`src/rtl/scoreboard_register_file.sv`:
```
// Scoreboarded architectural register file for the pipelined core.
// Holds NREGS x XLEN registers (r0 hardwired to zero) plus one saturating
// in-flight-write counter per register. Decode reads two operands
// combinationally and may issue one destination per cycle; writeback retires
// one write per cycle. A RAW hazard or a saturated counter raises stall.
// Ports:
//   clk, reset                 clock, synchronous active-high reset
//   rs1/rs2, rs1_use/rs2_use   decode operand addresses and use flags
//   rs1_dout/rs2_dout          combinational read data (optional bypass)
//   issue_valid, issue_rd      issuing instruction and its destination
//   rd, rd_din, write_enable   writeback port
//   stall                      combinational decode hold
//   dbg_addr, dbg_dout         raw storage read, no bypass
module scoreboard_register_file #(
   parameter int unsigned     XLEN     = 32,
   parameter int unsigned     NREGS    = 32,
   parameter int unsigned     AW       = $clog2(NREGS),
   parameter int unsigned     SP_INDEX = 2,
   parameter logic [XLEN-1:0] SP_INIT  = XLEN'(32'h2ffc),
   parameter int unsigned     BYPASS   = 1,
   parameter int unsigned     CNT_W    = 2
) (
   input  logic            clk,
   input  logic            reset,
   input  logic [AW-1:0]   rs1,
   input  logic [AW-1:0]   rs2,
   input  logic            rs1_use,
   input  logic            rs2_use,
   output logic [XLEN-1:0] rs1_dout,
   output logic [XLEN-1:0] rs2_dout,
   input  logic            issue_valid,
   input  logic [AW-1:0]   issue_rd,
   input  logic [AW-1:0]   rd,
   input  logic [XLEN-1:0] rd_din,
   input  logic            write_enable,
   output logic            stall,
   input  logic [AW-1:0]   dbg_addr,
   output logic [XLEN-1:0] dbg_dout
);

   localparam logic [CNT_W-1:0] CNT_MAX = '1;

   logic [XLEN-1:0]  rf  [NREGS];
   logic [CNT_W-1:0] cnt [NREGS];
   logic [NREGS-1:0] clr_vec;
   logic [NREGS-1:0] inc_vec;
   logic             issue_accept;

   // Register still has an outstanding write once this cycle's writeback is
   // accounted for; without bypass the retiring write only counts next cycle.
   function automatic logic pending(input logic [CNT_W-1:0] c, input logic clr);
      if ((BYPASS != 0) && clr) pending = (c > CNT_W'(1));
      else                      pending = (c != '0);
   endfunction

   // Per-register writeback hit (never for r0)
   always_comb begin
      clr_vec = '0;
      for (int unsigned i = 1; i < NREGS; i++) begin
         clr_vec[i] = write_enable && (rd == AW'(i));
      end
   end

   // Hazard detection and issue acceptance
   always_comb begin
      stall = 1'b0;
      if (!reset) begin
         stall = (rs1_use && (rs1 != '0) && pending(cnt[rs1], clr_vec[rs1])) ||
                 (rs2_use && (rs2 != '0) && pending(cnt[rs2], clr_vec[rs2])) ||
                 (issue_valid && (issue_rd != '0) &&
                  (cnt[issue_rd] == CNT_MAX) && !clr_vec[issue_rd]);
      end
   end

   assign issue_accept = issue_valid && !stall && (issue_rd != '0) && !reset;

   always_comb begin
      inc_vec = '0;
      for (int unsigned i = 1; i < NREGS; i++) begin
         inc_vec[i] = issue_accept && (issue_rd == AW'(i));
      end
   end

   // Read ports; clr_vec already implies rd matches and is non-zero
   assign rs1_dout = (rs1 == '0) ? '0 :
                     ((BYPASS != 0) && clr_vec[rs1]) ? rd_din : rf[rs1];
   assign rs2_dout = (rs2 == '0) ? '0 :
                     ((BYPASS != 0) && clr_vec[rs2]) ? rd_din : rf[rs2];
   assign dbg_dout = rf[dbg_addr];

   // Storage and scoreboard counters; issue and retire to the same register
   // cancel, and a stray retire to an idle register leaves its count at 0.
   always_ff @(posedge clk) begin
      if (reset) begin
         for (int unsigned i = 0; i < NREGS; i++) begin
            rf[i]  <= (i == SP_INDEX) ? SP_INIT : '0;
            cnt[i] <= '0;
         end
      end else begin
         if (write_enable && (rd != '0)) rf[rd] <= rd_din;
         for (int unsigned i = 0; i < NREGS; i++) begin
            if (inc_vec[i] && !clr_vec[i])
               cnt[i] <= cnt[i] + CNT_W'(1);
            else if (clr_vec[i] && !inc_vec[i] && (cnt[i] != '0))
               cnt[i] <= cnt[i] - CNT_W'(1);
         end
      end
   end

endmodule

```
`config.mk`:
```
export PLATFORM = sky130hd
export DESIGN_NAME = scoreboard_register_file
export DESIGN_NICKNAME = d
export VERILOG_FILES = /design/src/rtl/scoreboard_register_file.sv
export SDC_FILE = /design/constraint.sdc
export NUM_CORES = 2
export LEC_CHECK = 0
export ABC_AREA = 0
export ABC_CLOCK_PERIOD_IN_PS = 6000
export CAP_MARGIN = 5
export CORE_MARGIN = 2
export CORE_UTILIZATION = 45
export CTS_CLUSTER_SIZE = 20
export DETAILED_ROUTE_END_ITERATION = 8
export HOLD_SLACK_MARGIN = 0.02
export PLACE_DENSITY_LB_ADDON = 0.1
export SYNTH_ARGS = -nofsm -noshare
export SYNTH_HDL_FRONTEND = slang
export SYNTH_SLANG_ARGS = --single-unit
export TNS_END_PERCENT = 30
```
`constraint.sdc`:
```
create_clock -name clk -period 6 [get_ports clk]
set_input_delay 0.6 -clock clk [delete_from_list [all_inputs] [get_ports clk]]
set_output_delay 0.6 -clock clk [all_outputs]
set_load 0.005 [all_outputs]
```
; Word level (Yosys, flattened, before mapping)
; Memories as Yosys holds them, arrays and structs flattened.
; Index checks and enable logic that the tools add are counted.
[word_totals]
reg_bits = 0
out_inout_bits = 97
wordCells = 769
memories = 2
inputBits = 63
ram_bits = 1088
[mem_list]
columns = name, depth, word_bits, read_ports, rd_clocked_by_memory_dff, wr, line_no
row1 = rf, 32, 32, 3, 0, 32, 43  ; logic [XLEN-1:0] rf [NREGS];
row2 = cnt, 32, 2, 34, 0, 32, 44  ; logic [CNT_W-1:0] cnt [NREGS];
[op_classes]
order_cmp = 5
reduce_logical = 273
mux = 302
n_eq_ne = 63
n_addsub = 62
bitwise = 62
[op_table]
columns = cell, n
row1 = 2-to-1 mux 1 bit, 231
row2 = logical AND 1 bit, 166
row3 = == test 5 bit (second input constant), 32
row4 = 2-to-1 mux 32 bit, 5
row5 = 2-to-1 mux 2 bit, 62
row6 = == test 5 x 4 -> 1 bit (second input constant), 16
row7 = nonzero test 2 bit, 33
row8 = zero test 1 bit, 65
row9 = adder 2 x 1 -> 2 bit (second input constant), 31
row10 = bitwise OR 1 bit, 62
row11 = subtractor 2 x 1 -> 2 bit (second input constant), 31
row12 = == test 5 x 3 -> 1 bit (second input constant), 8
row13 = OR reduction 32 bit, 1
row14 = == test 5 x 2 -> 1 bit (second input constant), 4
row15 = nonzero test 5 bit, 4
row16 = < comparator 5 x 6 -> 1 bit (second input constant), 3
row17 = binary-select mux 1 bit (select 5 bit), 3
row18 = == test 5 x 1 -> 1 bit (second input constant), 2
row19 = zero test 5 bit, 2
row20 = 2-to-1 mux 5 bit, 1
row21 = greater-than comparator 2 x 1 -> 1 bit (second input constant), 2
row22 = == test 2 bit (second input constant), 1
row23 = logical OR 1 bit, 2

; Longest topological paths before layout
[logic_depth]
ltp_word = 23
mapped_depth = 15
depth_no_buf = 9

; Worst setup path before layout
; Ideal clock, no wire load.
[synth_path]
kind = input to register
from = input port rd[4]
to = memory rf[13][0] (enable)
required_ns = 5.534
path_buffers = 2
cell_stages = 5
setup_slack_ns = 1.997
arrival_time_ns = 3.537
setup_ns = 0.466
cell_sequence = buf_2 > buf_2 > and2b_1 > nand2_1 > o21ai_0
[synth_rtl]
columns = element, line_no
row1 = from (decl), 33  ; input logic [AW-1:0] rd,
row2 = to (decl), 43

; Worst setup path after layout
[layout_path]
from = input port rd[4]
to = output port rs1_dout[13]
[layout_between]
elab_chain_cells = 6
[layout_rtl]
columns = element, line_no
row1 = == test 5 x 1 -> 1 bit (tied with other cells), 60  ; clr_vec[i] = write_enable && (rd == AW'(i));
row2 = logical AND 1 bit, 60
row3 = binary-select mux 1 bit (select 5 bit) (*), 86  ; ((BYPASS != 0) && clr_vec[rs1]) ? rd_din : rf[rs1];
row4 = 2-to-1 mux 1 bit (implied by the code) (*), 86
row5 = 2-to-1 mux 32 bit (*), 86
row6 = 2-to-1 mux 32 bit (*), 85  ; assign rs1_dout = (rs1 == '0) ? '0 :
row7 = to (decl), 29  ; output logic [XLEN-1:0] rs1_dout,
; Mark *: on every way between the ends. The rest lies on a longest branch, timed or not. The select of a mux whose other input is x is not followed.

==> flow_results.xml <==
<?xml version="1.0" encoding="UTF-8"?>
<metrics>
  <group name="status">
    <metric name="status" unit="">complete, no violations</metric>
  </group>
  <group name="floorplan">
    <metric name="die_y" unit="um">396</metric>
    <metric name="start_util" unit="%">45.4</metric>
    <metric name="fp.dieW" unit="um">396</metric>
    <metric name="io_pins" unit="">160</metric>
    <metric name="floorplan.die_area" unit="mm^2">0.157</metric>
    <metric name="core_area" unit="mm^2">0.152</metric>
    <metric name="placement_rows" unit="">143</metric>
  </group>
  <group name="worst_setup_path">
    <metric name="cpPeakStageDelay" unit="ns">0.89</metric>
    <metric name="timing.critical_path.buf_inv" unit="">3</metric>
    <metric name="worstSetupPathType" unit="">input port to output pin</metric>
    <metric name="critPathRequiredTime" unit="ns">5.40</metric>
    <metric name="worst_path_dominant_cell_family" unit="">buffers and inverters</metric>
    <metric name="critical_path.slowest_cell" unit="">clkdlybuf4s50_1</metric>
    <metric name="cp_cell_sequence" unit="">clkdlybuf4s50_1 -&gt; nand4bb_1 -&gt; or3_1 -&gt; a211o_1 -&gt; a32o_1 -&gt; nand2_4 -&gt; buf_12 -&gt; nor2_1 -&gt; a21oi_1 -&gt; nor2_1 -&gt; clkdlybuf4s50_1</metric>
    <metric name="timing.critical_path.from_type" unit="">input port</metric>
    <metric name="worst-endpoint-arrival" unit="ns">4.60</metric>
    <metric name="worstSetupEndpointType" unit="">output pin</metric>
    <metric name="critPathMaxFanout" unit="">64</metric>
  </group>
  <group name="layout">
    <metric name="fin_area" unit="mm^2">0.0774</metric>
    <metric name="final_net_count" unit="">4554</metric>
    <metric name="layout.filler_cells" unit="">12600</metric>
    <metric name="post_route_cells_drive_above_1_share" unit="%">31.3</metric>
    <metric name="area_delta_synth_final" unit="%">12.0</metric>
    <metric name="utilization" unit="%">50.8</metric>
    <metric name="layout.cells.most_common" unit="">edfxtp_1</metric>
    <metric name="layout_common_cells" unit="">edfxtp_1, mux4_2, and2_1</metric>
    <metric name="area_taken_by_flip_flops_and_latches" unit="mm^2">0.0326</metric>
    <metric name="multiInputGateArea" unit="mm^2">0.0350</metric>
    <metric name="stdcell_count" unit="">6632</metric>
  </group>
  <group name="grt">
    <metric name="via_count_of_the_first_global_routing_pass" unit="">46000</metric>
    <metric name="grt_remaining_overflow" unit="">0</metric>
    <metric name="global_route_wire_length_before_repair" unit="um">371000</metric>
    <metric name="gr-usage-all-layers" unit="%">34.2</metric>
    <metric name="initial_antenna_violation_count" unit="">26</metric>
    <metric name="maximum_number_of_pins_on_one_net_before_global_route_repair" unit="">97</metric>
  </group>
  <group name="logic_synthesis">
    <metric name="synth-edff-count" unit="">1086</metric>
    <metric name="synth.top_cell.area_share" unit="%">47.2</metric>
    <metric name="synth.lib_cells_used.distinct" unit="">87</metric>
    <metric name="async_flop_share" unit="%">0</metric>
    <metric name="synthFlopType" unit="">edfxtp_1</metric>
    <metric name="synth_largest_area_cell" unit="">edfxtp_1</metric>
    <metric name="synth_cells" unit="">4555</metric>
    <metric name="yosysSeqAreaShare" unit="%">47.2</metric>
    <metric name="yosysWarnings" unit="">0</metric>
    <metric name="ys_seq_elements" unit="">1086</metric>
    <metric name="syn_avg_cell_area" unit="um^2">15.2</metric>
    <metric name="synth_area" unit="mm^2">0.0691</metric>
    <metric name="synth_top_cells_by_area" unit="">edfxtp_1, mux4_2, and2_1</metric>
  </group>
  <group name="pwr">
    <metric name="fin_total_pwr" unit="mW">20.8</metric>
    <metric name="power.density_cell_area" unit="mW/mm^2">268</metric>
    <metric name="power_leakage" unit="nW">25.8</metric>
    <metric name="peakVddDrop" unit="mV">0.276</metric>
  </group>
  <group name="sta">
    <metric name="timing_max_transition_violations_final" unit="">0</metric>
    <metric name="setup_repair_after_global_routing_missed_its_margin" unit="">false</metric>
    <metric name="fin_crit_sh" unit="%">86.7</metric>
    <metric name="fmaxAchievable" unit="MHz">192</metric>
    <metric name="setup_viol" unit="">0</metric>
    <metric name="finalWorstPathRequiredPeriod" unit="ns">5.20</metric>
    <metric name="transition_time_at_the_pin_with_the_least_slew_margin" unit="ns">1.28</metric>
    <metric name="timing.setup.tns" unit="ns">0</metric>
    <metric name="hold_violations" unit="">0</metric>
    <metric name="maxSlewHeadroom" unit="%">14.7</metric>
    <metric name="clock_skew" unit="ns">0.0326</metric>
    <metric name="setup_slack" unit="ns">0.796</metric>
    <metric name="finalHoldWorstSlack" unit="ns">0.471</metric>
  </group>
  <group name="cts">
    <metric name="cts_htree_levels" unit="">4</metric>
    <metric name="cts.clk_slew.worst_paths" unit="ns">0.06</metric>
    <metric name="tritoncts" unit="">yes</metric>
    <metric name="hold_bufs_inserted_after_cts" unit="">0</metric>
    <metric name="tritoncts_buffer_count" unit="">133</metric>
    <metric name="clkLatencyLatePin" unit="ns">0.79</metric>
    <metric name="clockRootBuffer" unit="">clkbuf_16</metric>
    <metric name="cts_sink_cnt" unit="">1086</metric>
    <metric name="clock_path_buffers" unit="">3</metric>
    <metric name="cts.repair_timing.setup_buffer_count" unit="">0</metric>
    <metric name="cts_resized" unit="">0</metric>
  </group>
  <group name="place">
    <metric name="port_buf_inserts" unit="">159</metric>
    <metric name="standard_cell_area_after_detailed_placement" unit="mm^2">0.0731</metric>
    <metric name="post-dp-hpwl" unit="um">148000</metric>
    <metric name="post-place-ws" unit="ns">0.770</metric>
    <metric name="gp_congestion" unit="">0.918</metric>
    <metric name="place.detailed.instances" unit="">6385</metric>
  </group>
  <group name="routing">
    <metric name="drt-pass1-iter-count" unit="">6</metric>
    <metric name="drc_errors" unit="">0</metric>
    <metric name="avgRoutedWirePerCell" unit="um">40.4</metric>
    <metric name="violation_count_after_the_first_detailed_routing_iteration" unit="">7277</metric>
    <metric name="routed_via_count_divided_by_cell_count" unit="">7.06</metric>
    <metric name="vias" unit="">46800</metric>
    <metric name="finalWirelength" unit="um">268000</metric>
    <metric name="count_of_antenna_violating_nets_left_after_detailed_routing" unit="">0</metric>
  </group>
  <group name="hold_path">
    <metric name="timing.hold.worst.class" unit="">input port to flop</metric>
  </group>
  <group name="run">
    <metric name="cap_violations" unit="">0</metric>
  </group>
</metrics>
-- cell type report --
| class | count | area share (%) |
|---|---|---|
| tap | 2030 | 3.28 |
| clock inverter | 80 | 0.934 |
| sequential | 1086 | 42.1 |
| inverter | 9 | 0.0566 |
| clock buffer | 160 | 4.57 |
| timing repair buffer | 291 | 3.80 |
| antenna | 7 | 0.0226 |
| multi-input combinational | 2969 | 45.2 |
-- power breakdown --
group	internal [mW]	switching [mW]	total, mW
registers	8.81	0.323	9.13
logic	1.70	1.83	3.53
clock network	4.68	3.42	8.10
total	15.2	5.58	20.8
-- cell usage after synthesis, types with 13 or more instances --
library cell and number:
xnor2_1 13, mux2_2 39, edfxtp_1 1086, nand4_1 15, a31oi_1 18, clkbuf_1 377, or3_1 16, nor2_1 210
and3_1 101, nand2b_1 14, nor2b_1 33, o21ai_0 31, a211oi_1 53, buf_2 58, a21oi_1 62, o211ai_1 32
nand2_1 114, buf_1 75, nand3_1 61, o2111ai_1 20, mux2i_1 86, mux4_2 979, and2_1 894
-- path summary, 6_finish.rpt --
check,start,end,slack (ns),cells past startpoint
setup reg to reg,cnt[4][0],cnt[10][0],1.73,10
setup / recovery,rd[4],rs1_dout[13],0.80,11
hold / removal,reset,rf[0][2],0.47,1
hold reg to reg,cnt[17][0],cnt[17][0],0.61,1
-- sequential cells by signal (all words and copies together) (netlist names) --
name / flops
cnt: 62
rf: 1024
-- routing by layer --
| metal | part of all wire, % | global-route usage (%) | wire length [um] | vias to the layer above |
|---|---|---|---|---|
| met5 | 0.0064 | 0 | 17 | - |
| met1 | 38 | 47.0 | 101000 | 24800 |
| met4 | 5.0 | 15.0 | 13300 | 4 |
| li1 | - | - | - | 18200 |
| met2 | 47 | 53.4 | 125000 | 3179 |
| met3 | 10 | 6.73 | 28100 | 626 |
-- kinds of logic after synthesis --
family	after synthesis	share of synthesized area, %
buffers and inverters	531	3.09
adder cells (fa/ha/maj)	1	0.0181
AND/OR/NAND/NOR	1516	12.6
flip-flops	1086	47.2
XOR/XNOR	17	0.215
AO/OA/AOI/OAI	295	3.01
other	1	0.00543
multiplexers	1108	33.9
Power figures use the tool's default switching activity.
